$ cat src/rtl/fft_reorder_buf.sv
// Natural-order output stage for the 32-point SDF FFT: ping-pong buffer, bit-reversed writes, linear reads.
// Optional FFT_REORDER_FLUSH_EN adds a synchronous flush input that discards the frame in progress.
module fft_reorder_buf #(
    parameter int N     = 32,
    parameter int LOG2N = 5,
    parameter int W     = 19
) (
    input  logic             clk,
    input  logic             rst_n,
    input  logic             in_valid,
    input  logic [W-1:0]     in_r,
    input  logic [W-1:0]     in_i,
    output logic             out_valid,
    output logic [W-1:0]     out_r,
    output logic [W-1:0]     out_i,
    output logic [LOG2N-1:0] out_idx,
    output logic             out_last
`ifdef FFT_REORDER_FLUSH_EN
    ,
    input  logic             flush
`endif
);

    localparam logic [LOG2N-1:0] LAST_IDX = LOG2N'(N - 1);

    typedef enum logic {R_IDLE, R_READ} rd_state_t;

    logic                 flush_w;
    logic                 wr_en;
    logic                 frame_done;
    logic [LOG2N-1:0]     wr_cnt_q, wr_cnt_d;
    logic                 wr_bank_q, wr_bank_d;
    logic [LOG2N-1:0]     wr_addr_rev;
    logic [2*W-1:0]       mem_q [2*N];
    logic [2*W-1:0]       rd_word;

    rd_state_t            state_q;
    logic [LOG2N-1:0]     rd_cnt_q;
    logic                 start_pend_q;
    logic                 out_valid_q;
    logic                 out_last_q;
    logic [W-1:0]         out_r_q;
    logic [W-1:0]         out_i_q;
    logic [LOG2N-1:0]     out_idx_q;

`ifdef FFT_REORDER_FLUSH_EN
    assign flush_w = flush;
`else
    assign flush_w = 1'b0;
`endif

    // Bit-reversing the write address makes the linear read come out in natural order.
    generate
        for (genvar gi = 0; gi < LOG2N; gi++) begin : g_bitrev
            assign wr_addr_rev[gi] = wr_cnt_q[LOG2N-1-gi];
        end
    endgenerate

    assign wr_en      = in_valid & ~flush_w;
    assign frame_done = wr_en && (wr_cnt_q == LAST_IDX);

    always_comb begin
        wr_cnt_d  = wr_cnt_q;
        wr_bank_d = wr_bank_q;
        if (flush_w) begin
            wr_cnt_d = '0;
        end else if (in_valid) begin
            wr_cnt_d = wr_cnt_q + 1'b1;
            if (wr_cnt_q == LAST_IDX) begin
                wr_bank_d = ~wr_bank_q;
            end
        end
    end

    always_ff @(posedge clk or negedge rst_n) begin
        if (!rst_n) begin
            wr_cnt_q  <= '0;
            wr_bank_q <= 1'b0;
        end else begin
            wr_cnt_q  <= wr_cnt_d;
            wr_bank_q <= wr_bank_d;
        end
    end

    always_ff @(posedge clk) begin
        if (wr_en) begin
            mem_q[{wr_bank_q, wr_addr_rev}] <= {in_r, in_i};
        end
    end

    // The reader always uses the bank the writer is not filling.
    assign rd_word = mem_q[{~wr_bank_q, rd_cnt_q}];

    always_ff @(posedge clk or negedge rst_n) begin
        if (!rst_n) begin
            state_q      <= R_IDLE;
            rd_cnt_q     <= '0;
            start_pend_q <= 1'b0;
            out_valid_q  <= 1'b0;
            out_last_q   <= 1'b0;
            out_r_q      <= '0;
            out_i_q      <= '0;
            out_idx_q    <= '0;
        end else if (flush_w) begin
            state_q      <= R_IDLE;
            rd_cnt_q     <= '0;
            start_pend_q <= 1'b0;
            out_valid_q  <= 1'b0;
            out_last_q   <= 1'b0;
        end else begin
            case (state_q)
                R_IDLE: begin
                    out_valid_q <= 1'b0;
                    out_last_q  <= 1'b0;
                    if (frame_done) begin
                        state_q      <= R_READ;
                        rd_cnt_q     <= '0;
                        start_pend_q <= 1'b0;
                    end
                end
                R_READ: begin
                    out_r_q     <= rd_word[2*W-1:W];
                    out_i_q     <= rd_word[W-1:0];
                    out_idx_q   <= rd_cnt_q;
                    out_valid_q <= 1'b1;
                    out_last_q  <= (rd_cnt_q == LAST_IDX);
                    if (rd_cnt_q == LAST_IDX) begin
                        rd_cnt_q     <= '0;
                        start_pend_q <= 1'b0;
                        if (!(frame_done || start_pend_q)) begin
                            state_q <= R_IDLE;
                        end
                    end else begin
                        rd_cnt_q <= rd_cnt_q + 1'b1;
                        if (frame_done) begin
                            start_pend_q <= 1'b1;
                        end
                    end
                end
                default: state_q <= R_IDLE;
            endcase
        end
    end

    assign out_valid = out_valid_q;
    assign out_last  = out_last_q;
    assign out_r     = out_r_q;
    assign out_i     = out_i_q;
    assign out_idx   = out_idx_q;

endmodule

$ cat config.mk
export PLATFORM = sky130hd
export DESIGN_NAME = fft_reorder_buf
export DESIGN_NICKNAME = d
export VERILOG_FILES = /design/src/rtl/fft_reorder_buf.sv
export SDC_FILE = /design/constraint.sdc
export NUM_CORES = 2
export LEC_CHECK = 0
export ABC_CLOCK_PERIOD_IN_PS = 3900
export CAP_MARGIN = 30
export CORE_UTILIZATION = 25
export CTS_CLUSTER_DIAMETER = 30
export DETAILED_ROUTE_END_ITERATION = 8
export HOLD_SLACK_MARGIN = 0.08
export SLEW_MARGIN = 30
export SYNTH_ARGS = -nofsm -noshare
export SYNTH_HDL_FRONTEND = slang
export SYNTH_SLANG_ARGS = --single-unit
export TNS_END_PERCENT = 10
$ cat constraint.sdc
create_clock -name clk -period 3.9 [get_ports clk]
set_input_delay 0.78 -clock clk [delete_from_list [all_inputs] [get_ports clk]]
set_output_delay 0.78 -clock clk [all_outputs]
set_load 0.02 [all_outputs]
# After elaboration in Yosys (flattened, before gate mapping)
# Memories as Yosys holds them, arrays and structs flattened. A register that Yosys moved wholly into a read port is not among the register bits.
# Index checks and enable logic that the tools add are counted.
[totals]
ff_bits = 20
mem_bits_rw = 2432
input_bits = 41
out_inout_bits = 45
wordCells = 37
n_memories = 1
[op_classes]
addsub = 2
eq_ne = 4
muxes = 15
bitwise = 2
reduce_logical = 5
[mem_list]
columns = ["name", "words", "width", "rd", "rd_clocked_by_memory_dff", "wr", "line", "text"]
rows = [
  ["mem_q", 64, 38, 1, 1, 1, "34", "logic [2*W-1:0] mem_q [2*N];"],
]
[op_table]
columns = ["operator", "n"]
rows = [
  ["adder 5 x 1 -> 5 bit, second input constant", 2],
  ["equality test 5 bit, second input constant", 2],
  ["two-way mux 5 bit", 2],
  ["one-hot mux 5 bit (2 select lines)", 1],
  ["two-way mux 1 bit", 8],
  ["one-hot mux 1 bit (2 select lines)", 4],
  ["AND reduction 2 bit", 2],
  ["inequality test 3 x 2 -> 1 bit, second input constant", 1],
  ["inequality test 2 bit, second input constant", 1],
  ["NOT 1 bit", 2],
  ["logical AND 1 bit", 1],
  ["logical NOT 1 bit", 1],
  ["logical OR 1 bit", 1],
]

# Logic depth before layout (Yosys ltp)
[logic_depth]
depth_word = 6
ltp_mapped = 11
ltp_nobuf = 8

# Worst setup path before layout
# Ideal clock, no wire load.
[synth_path]
kind = "input -> register"
from = "in in_valid"
to = "mem mem_q[32][0] (netlist name) (enable)"
setup_ns = 0.480
t_arrival_ns = 3.906
required_ns = 3.420
path_slack_ns = -0.486
path_stages = 3
n_path_buf = 1
path_cell_list = "clkbuf_1 nand4b_1 nor3_1"
[synth_between]
elab_chain_cells = 2
[synth_rtl]
columns = ["item", "line", "text"]
rows = [
  ["from (decl)", "10", "input logic in_valid,"],
  ["two-way mux 1 bit", "86", "if (wr_en) begin"],
  ["two-way mux 1 bit (not written as such)", "87", "mem_q[{wr_bank_q, wr_addr_rev}] <= {in_r, in_i};"],
  ["to (decl)", "34", ""],
]
# Every way passes these cells.

==> qor.csv <==
metric,value,unit
Starting Density,0.251,
full die area,0.383,mm²
"worst slack, placed",0.232,ns
worst-path maximum fanout,73,
Hold Path Class,input pin to register,
largest net degree at the start of global routing,78,
r2r startpoint,rd_cnt_q[2],
R2R cell count,7,
DIE HEIGHT,619,µm
Root Buffer,clkbuf_16,
TritonRoute pass-1 iters,6,
initial DRC count,5977,
via/cell ratio,4.73,
post-synth net total,4794,
"Area growth, synth to finish",27.2,%
Leak,37.6,nW
CP Capture Point,out_i[12],
Worst setup SP type,register,
global-route wire length before repair,381000,µm
synth warn,0,
XOR/XNOR Fraction of Synth Area,0.000368,
most common library cells after synthesis,"2,432 x edfxtp_1, 608 x mux2i_1, 304 x mux4_2, 228 x a22oi_1, 192 x a21oi_1",
Core ar.,0.379,mm²
# rows,226,
TritonCTS clock tree,yes,
placed cell count,9835,
share of cells above drive strength 1,0.257,
asr flop ratio synth,0.0233,
post-layout minimum cycle time,3.76,ns
Clock Latency Late Sink,0.99,ns
Inserted Clock Buffers,488,
initial antenna violation count,48,
Peak VDD IR,599,µV
dpl cell area,0.105,mm²
Synth Cell Area,0.0951,mm²
"top cells by area, synth","edfxtp_1 77%, mux4_2 7.2%, mux2i_1 6.4%, a22oi_1 1.8%, dfrtp_1 1.5%",
number of setup violations in the final report,0,
most common cell in the netlist,edfxtp_1,
"Distinct cells, synth",39,
mux contribution to synthesized area,0.137,
largest family of logic cells by synthesized area,multiplexers,
sequential fraction of the synthesis area,0.783,
fin crit share,0.963,
CTS max path bufs,4,
Worst R2R End,out_i[12],
Critical Path RT,4.72,ns
Nets,5355,
kind of critical path,register to register,
Setup crit end kind,register,
# Post-CTS Setup Buffers,0,
Port Buffers,85,
pwr/cell area,705,mW/mm²
Post-DP HPWL,152000,µm
die width,619,µm
FMAX,266,MHz
Slew @ Worst Pin,1.12,ns
top_reg_cell synth,edfxtp_1,
fin. max-slew vios,0,
relative slew slack,0.254,
Synth Instances,4749,
register-to-register setup slack,0.14,ns
syn avg cell area,20.0,µm²
post-synth top area cell,edfxtp_1,
vias in the first global route,51600,
fill count,35700,
Sinks on Clock Net,2490,
H-tree depth,5,
outcome,"complete, no violations",
DRC viols,0,
"antenna viol nets, final",0,
fraction of the mapped netlist area in adder cells,0.000526,
#FFs+latches synth,2490,
GRT overflow,0,
RSZ-0062 raised after global routing,false,
routability cong.,0.797,
clock-pin transition on the worst setup and hold timing paths,0.05,ns
WP data arrival,4.58,ns
I/O pins,86,
drt wl/cell,25.1,µm
Synth Area in Compound Gates,0.0433,
GRT Total Usage,0.138,
Max Cap Violations,0,
Final WS setup,0.142,ns
skew final,0.0816,ns
post-route insts no fill,10700,
post-route design area,0.121,mm²
final hold violation count,0,
Synth top area share,0.768,
via count,50800,
Post-synth EDFFs,2432,
Critical Path Start,rd_cnt_q[2],
final WL,270000,µm
Synth Area in Simple Gates,0.0206,
-- state kept, by name, indices dropped and copies added, names as in the netlist --
signal        count
mem_q          2432
wr_cnt_q          5
start_pend_q      1
out_i            19
wr_bank_q         1
out_valid         1
state_q           1
out_idx           5
rd_cnt_q          5
out_r            19
out_last          1
-- worst max-delay path: stages (launching register included) --
cell	delay (ns)
dfrtp_4	0.84
buf_12	0.48
buf_4	0.62
mux2i_1	0.27
a22oi_1	0.09
nand3_1	0.16
a41oi_1	0.45
or3_1	0.52
-- final cells by class --
cell class                      instances  area, µm²  share of cell area
Clock buffer                          557      12700               0.105
Tap cell                             5016       6280              0.0519
Sequential cell                      2490      74500               0.616
Clock inverter                        338       3620              0.0299
Timing Repair Buffer                  349       4060              0.0336
Antenna cell                           15       37.5            0.000310
Inverter                                2       8.76           0.0000724
Multi-Input combinational cell       1979      19800               0.164
-- kinds of logic (layout without fill, tap and decap cells) --
group	Yosys count	in the layout
xor+xnor	4	4
flops	2490	2490
buf+inv	280	1246
mux	919	919
fa+ha+maj	4	4
compound gates	618	618
simple gates	434	434
other cells	0	15
-- cell usage in the layout (no fill, tap or decap), types with 19 or more instances in the layout --
master              n
nand3_1            83
clkinv_2           93
nor2_1            119
clkinv_4           30
inv_6              21
buf_12            109
mux2i_1           608
or3_1              39
clkbuf_16         493
nor2_4             65
mux4_2            304
clkbuf_1           55
clkinvlp_4         53
bufinv_16          66
nand2_1            91
buf_4             178
a2111oi_0          19
a41oi_1            37
a21oi_1           189
edfxtp_1         2432
o22ai_1           114
clkinv_1           72
a2111oi_1          19
a22oi_1           228
dfrtp_1            56
clkdlybuf4s50_1    46
-- where the power goes --
group	internal [W]	switching, W	leakage (nW)
logic	0.00523	0.00769	7.07
clock network	0.0274	0.0134	7.86
registers	0.0306	0.000871	22.6
total	0.0633	0.0219	37.6
-- through the flow --
| stage | util | hold WS (ns) | TNS [ns] | total power, W |
|---|---|---|---|---|
| global placement | 0.276 | 0.493 | 0 | 0.0448 |
| detailed placement | 0.276 | 0.488 | 0 | 0.0449 |
| finish | 0.319 | 0.305 | 0 | 0.0852 |
| floorplan | - | 0.352 | -18.36 | 0.0394 |
| CTS | 0.319 | 0.257 | 0 | 0.0857 |
| global route | 0.319 | 0.294 | 0 | 0.0877 |
-- how the worst min path moves through the flow --
stage          slack (ns)          from            end  cells after the start
2_1_floorplan        0.35       state_q      out_valid                      0
3_3_place_gp         0.49  start_pend_q        state_q                      2
3_5_place_dp         0.49  start_pend_q        state_q                      2
4_1_cts              0.26      in_i[10]  mem_q[44][10]                      1
5_1_grt              0.29       in_r[2]  mem_q[30][21]                      1
6_report             0.30      in_i[10]  mem_q[56][10]                      1
-- timing repair --
item | CTS | global route
hold buffers | 1 | 0
hold endpoints to repair | 36 | 0
gates resized for setup | 0 | 1
setup endpoints to repair | 0 | 1
-- metal layers --
layer | wire [µm] | part of all wire | GRT usage
met1 | 109000 | 0.40 | 0.182
met5 | 131 | 0.00048 | 0
met2 | 128000 | 0.47 | 0.222
met3 | 25200 | 0.093 | 0.0341
met4 | 8060 | 0.030 | 0.0451
Power figures use the tool's default switching activity.
